===== src/rtl/spi_flash_erase_seq.sv =====
// SPI NOR sector-erase sequencer: WREN, SE + 24-bit address, then RDSR polling
// until WIP clears or the poll limit is hit. Includes its own mode-0 bit engine.
module spi_flash_erase_seq #(
   parameter int CLK_DIV  = 2,
   parameter int CS_GAP   = 4,
   parameter int POLL_MAX = 1000000
) (
   input  logic        sclk,
   input  logic        srst_n,
   input  logic        start,
   input  logic [23:0] addr,
   output logic        busy,
   output logic        done,
   output logic        err,
   output logic [7:0]  status,
   output logic        spi_clk,
   output logic        spi_cs,
   output logic        spi_do,
   input  logic        spi_di
);

   localparam int DW = (CLK_DIV > 1) ? $clog2(CLK_DIV) : 1;
   localparam int GW = (CS_GAP > 1) ? $clog2(CS_GAP) : 1;
   localparam int PW = $clog2(POLL_MAX + 1);
   localparam logic [DW-1:0] DIV_LAST = DW'(CLK_DIV - 1);
   localparam logic [GW-1:0] GAP_LAST = GW'(CS_GAP - 1);
   localparam logic [PW-1:0] POLL_LIM = PW'(POLL_MAX);

   typedef enum logic [2:0] {
      ST_IDLE  = 3'd0,
      ST_WREN  = 3'd1,
      ST_GAP   = 3'd2,
      ST_SE    = 3'd3,
      ST_RDSR  = 3'd4,
      ST_CHECK = 3'd5,
      ST_FIN   = 3'd6
   } state_t;

   state_t          state_r;
   state_t          state_s;
   logic [23:0]     addr_r;
   logic [30:0]     tx_r;
   logic [7:0]      rx_r;
   logic [5:0]      bit_cnt_r;
   logic [DW-1:0]   div_cnt_r;
   logic [GW-1:0]   gap_cnt_r;
   logic            gap_to_se_r;
   logic [PW-1:0]   poll_cnt_r;
   logic            spi_cs_r;
   logic            spi_clk_r;
   logic            spi_do_r;
   logic            busy_r;
   logic            done_r;
   logic            err_r;
   logic [7:0]      status_r;

   logic            accept_s;
   logic            in_frame_s;
   logic            div_wrap_s;
   logic            frame_last_s;
   logic            frame_start_s;
   logic [PW-1:0]   poll_inc_s;
   logic            timeout_s;
   logic [31:0]     load_word_s;
   logic [5:0]      load_len_s;

   assign accept_s      = (state_r == ST_IDLE) && start;
   assign in_frame_s    = state_r inside {ST_WREN, ST_SE, ST_RDSR};
   assign div_wrap_s    = (div_cnt_r == DIV_LAST);
   // The last bit ends on the falling spi_clk edge; the frame closes on that same edge.
   assign frame_last_s  = in_frame_s && div_wrap_s && spi_clk_r && (bit_cnt_r == 6'd0);
   assign frame_start_s = (state_s != state_r) && (state_s inside {ST_WREN, ST_SE, ST_RDSR});
   assign poll_inc_s    = poll_cnt_r + PW'(1);
   assign timeout_s     = (poll_inc_s == POLL_LIM);

   // State register
   always_ff @(posedge sclk or negedge srst_n) begin
      if (!srst_n) begin
         state_r <= ST_IDLE;
      end else begin
         state_r <= state_s;
      end
   end

   // Next-state logic
   always_comb begin
      state_s = state_r;
      case (state_r)
         ST_IDLE: begin
            if (start) state_s = ST_WREN;
            else       state_s = ST_IDLE;
         end
         ST_WREN, ST_SE: begin
            if (frame_last_s) state_s = ST_GAP;
            else              state_s = state_r;
         end
         ST_GAP: begin
            if (gap_cnt_r == GAP_LAST) state_s = gap_to_se_r ? ST_SE : ST_RDSR;
            else                       state_s = ST_GAP;
         end
         ST_RDSR: begin
            if (frame_last_s) state_s = ST_CHECK;
            else              state_s = ST_RDSR;
         end
         ST_CHECK: begin
            if (!rx_r[0] || timeout_s) state_s = ST_FIN;
            else                       state_s = ST_GAP;
         end
         ST_FIN:  state_s = ST_IDLE;
         default: state_s = ST_IDLE;
      endcase
   end

   // Frame contents, left-aligned so every frame shifts out MSB first from bit 31
   always_comb begin
      load_word_s = 32'h0000_0000;
      load_len_s  = 6'd0;
      case (state_s)
         ST_WREN: begin
            load_word_s = {8'h06, 24'h00_0000};
            load_len_s  = 6'd7;
         end
         ST_SE: begin
            load_word_s = {8'hD8, addr_r};
            load_len_s  = 6'd31;
         end
         ST_RDSR: begin
            load_word_s = {8'h05, 24'h00_0000};
            load_len_s  = 6'd15;
         end
         default: begin
            load_word_s = 32'h0000_0000;
            load_len_s  = 6'd0;
         end
      endcase
   end

   // SPI bit engine: divider, spi_clk phase, MOSI shift out and MISO shift in
   always_ff @(posedge sclk or negedge srst_n) begin
      if (!srst_n) begin
         spi_cs_r  <= 1'b1;
         spi_clk_r <= 1'b0;
         spi_do_r  <= 1'b0;
         tx_r      <= 31'd0;
         rx_r      <= 8'h00;
         bit_cnt_r <= 6'd0;
         div_cnt_r <= '0;
      end else if (frame_start_s) begin
         spi_cs_r  <= 1'b0;
         spi_clk_r <= 1'b0;
         spi_do_r  <= load_word_s[31];
         tx_r      <= load_word_s[30:0];
         bit_cnt_r <= load_len_s;
         div_cnt_r <= '0;
      end else if (in_frame_s && !frame_last_s) begin
         if (div_wrap_s) begin
            div_cnt_r <= '0;
            if (!spi_clk_r) begin
               spi_clk_r <= 1'b1;
               rx_r      <= {rx_r[6:0], spi_di};
            end else begin
               spi_clk_r <= 1'b0;
               bit_cnt_r <= bit_cnt_r - 6'd1;
               spi_do_r  <= tx_r[30];
               tx_r      <= {tx_r[29:0], 1'b0};
            end
         end else begin
            div_cnt_r <= div_cnt_r + DW'(1);
         end
      end else begin
         spi_cs_r  <= 1'b1;
         spi_clk_r <= 1'b0;
         spi_do_r  <= 1'b0;
         div_cnt_r <= '0;
      end
   end

   // Sequence bookkeeping: latched address, gap timer, poll counter
   always_ff @(posedge sclk or negedge srst_n) begin
      if (!srst_n) begin
         addr_r      <= 24'h00_0000;
         gap_cnt_r   <= '0;
         gap_to_se_r <= 1'b0;
         poll_cnt_r  <= '0;
      end else begin
         if (accept_s) begin
            addr_r     <= addr;
            poll_cnt_r <= '0;
         end else if (state_r == ST_CHECK) begin
            poll_cnt_r <= poll_inc_s;
         end
         if (state_r == ST_WREN) begin
            gap_to_se_r <= 1'b1;
         end else if (state_r == ST_SE) begin
            gap_to_se_r <= 1'b0;
         end
         if ((state_r == ST_GAP) && (state_s == ST_GAP)) begin
            gap_cnt_r <= gap_cnt_r + GW'(1);
         end else begin
            gap_cnt_r <= '0;
         end
      end
   end

   // Registered user-side outputs, decoded from the upcoming state
   always_ff @(posedge sclk or negedge srst_n) begin
      if (!srst_n) begin
         busy_r   <= 1'b0;
         done_r   <= 1'b0;
         err_r    <= 1'b0;
         status_r <= 8'h00;
      end else begin
         busy_r <= (state_s != ST_IDLE) && (state_s != ST_FIN);
         done_r <= (state_s == ST_FIN);
         if (accept_s) begin
            err_r <= 1'b0;
         end else if ((state_r == ST_CHECK) && (state_s == ST_FIN)) begin
            err_r <= rx_r[0];
         end
         if (state_r == ST_CHECK) begin
            status_r <= rx_r;
         end
      end
   end

   assign busy    = busy_r;
   assign done    = done_r;
   assign err     = err_r;
   assign status  = status_r;
   assign spi_clk = spi_clk_r;
   assign spi_cs  = spi_cs_r;
   assign spi_do  = spi_do_r;

endmodule

===== config.mk =====
export PLATFORM = sky130hd
export DESIGN_NAME = spi_flash_erase_seq
export DESIGN_NICKNAME = d
export VERILOG_FILES = /design/src/rtl/spi_flash_erase_seq.sv
export SDC_FILE = /design/constraint.sdc
export NUM_CORES = 1
export LEC_CHECK = 0
export CORE_MARGIN = 1.5
export CORE_UTILIZATION = 50
export DETAILED_ROUTE_END_ITERATION = 10
export GPL_TIMING_DRIVEN = 1
export PLACE_DENSITY_LB_ADDON = 0.08
export SYNTH_ARGS = -nofsm -noshare
export SYNTH_HDL_FRONTEND = slang
export SYNTH_SLANG_ARGS = --single-unit

===== constraint.sdc =====
create_clock -name sclk -period 6.1 [get_ports sclk]
set_input_delay 1.83 -clock sclk [delete_from_list [all_inputs] [get_ports sclk]]
set_output_delay 1.83 -clock sclk [all_outputs]
set_load 0.02 [all_outputs]

==> flow_metrics.py <==
metrics = {
    "status": {
        "status": "finished clean",
    },
    "cts": {
        "path_clk_slew_ns": 0.11,
        "cts_resized": 0,
        "postCtsSetupRepairBufs": 0,
        "ctsHtreeMaxLevel": 3,
        "clock_path_buffers": 2,
        "cts_tree": "yes",
        "clock_tree.root_cell": "clkbuf_8",
        "clock_latency_ns": 0.39,
        "cts_sinks": 110,
        "ctsHoldBuffers": 0,
        "numCtsBuffers": 9,
    },
    "power": {
        "p_leak_nw": 2.61,
        "vdd_ir_drop_max_v": 0.000176,
        "comb_power_share": 0.028,
        "p_per_area_nw_per_um2": 217,
        "p_sw_frac": 0.217,
        "power.switching_w": 0.000273,
        "pwr-share-seq": 0.583,
        "p_clk_frac": 0.390,
        "intPower_w": 0.000985,
    },
    "synthesis": {
        "synthFlopType": "dfrtp_1",
        "synth_cells": 567,
        "syn-num-nets": 599,
        "synthTopCellsByCount": "nand2_1 (154), dfrtp_1 (109), o21ai_0 (57), nor2_1 (50), a21oi_1 (38)",
        "synth_area_leaders": "dfrtp_1 (53%), nand2_1 (11%), o21ai_0 (5.6%)",
        "postSynthAreaPerCell_um2": 9.00,
        "async_flop_share": 1.00,
        "yosysMostFrequentCell": "nand2_1",
        "netlist_area_um2": 5100,
        "synth_top_area_frac": 0.534,
        "ys_warn_count": 0,
        "synth_cell_types": 55,
        "synth_edf_count": 0,
        "yosys.area.top_type": "dfrtp_1",
        "ys_ff_latch": 110,
        "synth_seq_area_share": 0.540,
    },
    "floorplan": {
        "initial_core_util": 0.520,
        "fp.dieW_um": 104,
        "die_y_um": 104,
        "io_pins": 42,
        "die_area_um2": 10800,
        "coreArea_um2": 9820,
        "rows": 36,
    },
    "setup_path": {
        "crit_fanout": 28,
        "slowest_delay_ns": 0.61,
        "start_kind": "input pin",
        "arrival_ns": 3.90,
        "cp_common_cell": "nand2_1",
        "crit_type": "input pin to flop",
        "cp_cell_sequence": "clkdlybuf4s50_1 -> nor2b_1 -> nand2_1 -> nand2_1 -> a41oi_1 -> o22a_1",
        "cp_slowest_cell": "nand2_1",
        "required_ns": 6.39,
        "critPathCaptureType": "flop",
    },
    "sta": {
        "hold_viol_final": 0,
        "max_freq_mhz": 277,
        "max_slew.worst_pin.slew_ns": 1.02,
        "finalCritPeriodShare": 0.592,
        "finalSetupViolations": 0,
        "maxSlewViolCount": 0,
        "slew_headroom": 0.318,
        "fin_crit_ns": 3.61,
        "fin_setup_tns_ns": 0,
        "rsz0062_at_grt": "no",
        "skew_ns": 0.0136,
    },
    "route": {
        "detail_route.first_pass.iterations": 4,
        "vias": 3938,
        "routed_wl_mm": 10.2,
        "drcViolationCount": 0,
        "dr.first_iter.drc_count": 167,
        "antenna_left": 0,
        "via_per_inst": 5.41,
        "routedWlPerCell_um": 14.0,
    },
    "placed_design": {
        "gp_congestion": 0.795,
        "portBuffers": 41,
        "placed_cells": 712,
        "hpwl_mm": 6.43,
        "placed_area_um2": 5570,
    },
    "run": {
        "maxCapViolCount": 0,
    },
    "grt": {
        "grt_pass1_vias": 3986,
        "track_usage": 0.208,
        "grt_pass1_wl_mm": 18.3,
        "overflow": 0,
        "grt_start_max_net_pins": 80,
        "antenna_found_initial": 0,
    },
    "finish": {
        "final_cells": 728,
        "drive_above_1_share": 0.0723,
        "antenna_cells": 0,
        "stdcell_area_um2": 5800,
        "fillers": 907,
        "nets": 622,
        "area_growth_pct": 13.6,
    },
    "hold_path": {
        "min_path_type": "flop to flop",
    },
}
worst max-delay path: cells and delay by family:
kind	cells	cell delay, ns
AND/OR/NAND/NOR	3	1.29
buffers and inverters	1	0.46
AO/OA/AOI/OAI	2	0.31
layer usage:
metal / vias up / routed length, um / track usage / part of all wire
met4: 0 / 130 / 0.0704 / 0.013
met2: 72 / 4870 / 0.348 / 0.48
met5: - / 0 / 0 / 0
met3: 14 / 411 / 0.0564 / 0.040
met1: 1883 / 4770 / 0.262 / 0.47
li1: 1969 / - / - / -
cell type report:
type / count / area (um^2) / area share
clock buffer: 10 / 128 / 0.0220
multi-input combinational: 415 / 2180 / 0.377
timing repair buffer: 45 / 438 / 0.0756
tap: 133 / 166 / 0.0287
inverter: 9 / 33.8 / 0.00583
clock inverter: 6 / 93.8 / 0.0162
sequential: 110 / 2750 / 0.475
power by group through the flow:
stage / Combinational [W] / Clock [W] / Sequential, W
finish: 0.0000350 / 0.000490 / 0.000733
global route: 0.0000394 / 0.000537 / 0.000734
CTS: 0.0000366 / 0.000511 / 0.000734
detailed placement: 0.0000363 / 0 / 0.000748
global placement: 0.0000359 / 0 / 0.000748
floorplan: 0.00000364 / 0 / 0.000747
layout by cell type (no fill, tap or decap), types with 3 or more instances in the layout:
cell type / netlist / layout
o211ai_1: 3 / 3
mux2i_1: 6 / 6
clkdlybuf4s50_1: 0 / 40
inv_1: 9 / 9
nor2_1: 50 / 50
xnor2_1: 6 / 6
nor3_1: 8 / 8
xor2_1: 5 / 5
nand3_1: 8 / 8
and2_1: 3 / 3
and3_1: 3 / 3
a31oi_1: 3 / 3
nand4_1: 5 / 5
o21ai_0: 57 / 57
a21oi_1: 38 / 38
dfrtp_1: 109 / 109
a22o_1: 3 / 3
ha_1: 4 / 4
nor3b_1: 4 / 4
nor4_1: 7 / 7
buf_4: 2 / 5
nand2_1: 154 / 154
mux2_2: 8 / 8
o22ai_1: 3 / 3
clkbuf_8: 0 / 9
flip-flops by register name (all words and copies together) (netlist names):
signal       count
tx_r            31
addr_r          24
poll_cnt_r      20
rx_r             8
status           8
bit_cnt_r        6
state_r          3
gap_cnt_r        2
busy             1
div_cnt_r        1
done             1
err              1
gap_to_se_r      1
spi_clk          1
spi_cs           1
spi_do           1
cell families (layout without fill, tap and decap cells):
| family | Yosys count | in the layout | synth area share |
|---|---|---|---|
| AO/OA/AOI/OAI | 123 | 123 | 0.138 |
| XOR/XNOR | 11 | 11 | 0.0189 |
| adder cells (fa/ha/maj) | 4 | 4 | 0.00981 |
| buffers and inverters | 42 | 70 | 0.0328 |
| flip-flops | 110 | 110 | 0.540 |
| multiplexers | 14 | 14 | 0.0294 |
| AND/OR/NAND/NOR | 263 | 263 | 0.231 |
final timing paths:
kind | slack (ns) | start | cells after the start | end
min in group asynchronous | 1.60 | srst_n | 1 | bit_cnt_r[5]
worst max-delay path | 2.49 | start | 6 | bit_cnt_r[4]
worst min-delay path | 0.45 | gap_cnt_r[0] | 1 | gap_cnt_r[0]
max in group asynchronous | 3.54 | srst_n | 2 | poll_cnt_r[9]
worst max register to register | 3.08 | bit_cnt_r[2] | 6 | tx_r[19]
worst min register to register | 0.45 | gap_cnt_r[0] | 1 | gap_cnt_r[0]
stage by stage:
| stage | hold WS (ns) | setup WS, ns | util | power [W] |
|---|---|---|---|---|
| 6_report | 0.453 | 2.49 | 0.590 | 0.00126 |
| 4_1_cts | 0.451 | 2.47 | 0.590 | 0.00128 |
| 3_5_place_dp | 0.437 | 2.02 | 0.568 | 0.000784 |
| 2_1_floorplan | 0.416 | 3.05 | - | 0.000751 |
| 5_1_grt | 0.492 | 2.29 | 0.590 | 0.00131 |
| 3_3_place_gp | 0.427 | 2.05 | 0.568 | 0.000784 |
No activity file was read; power rests on OpenSTA's default activity.
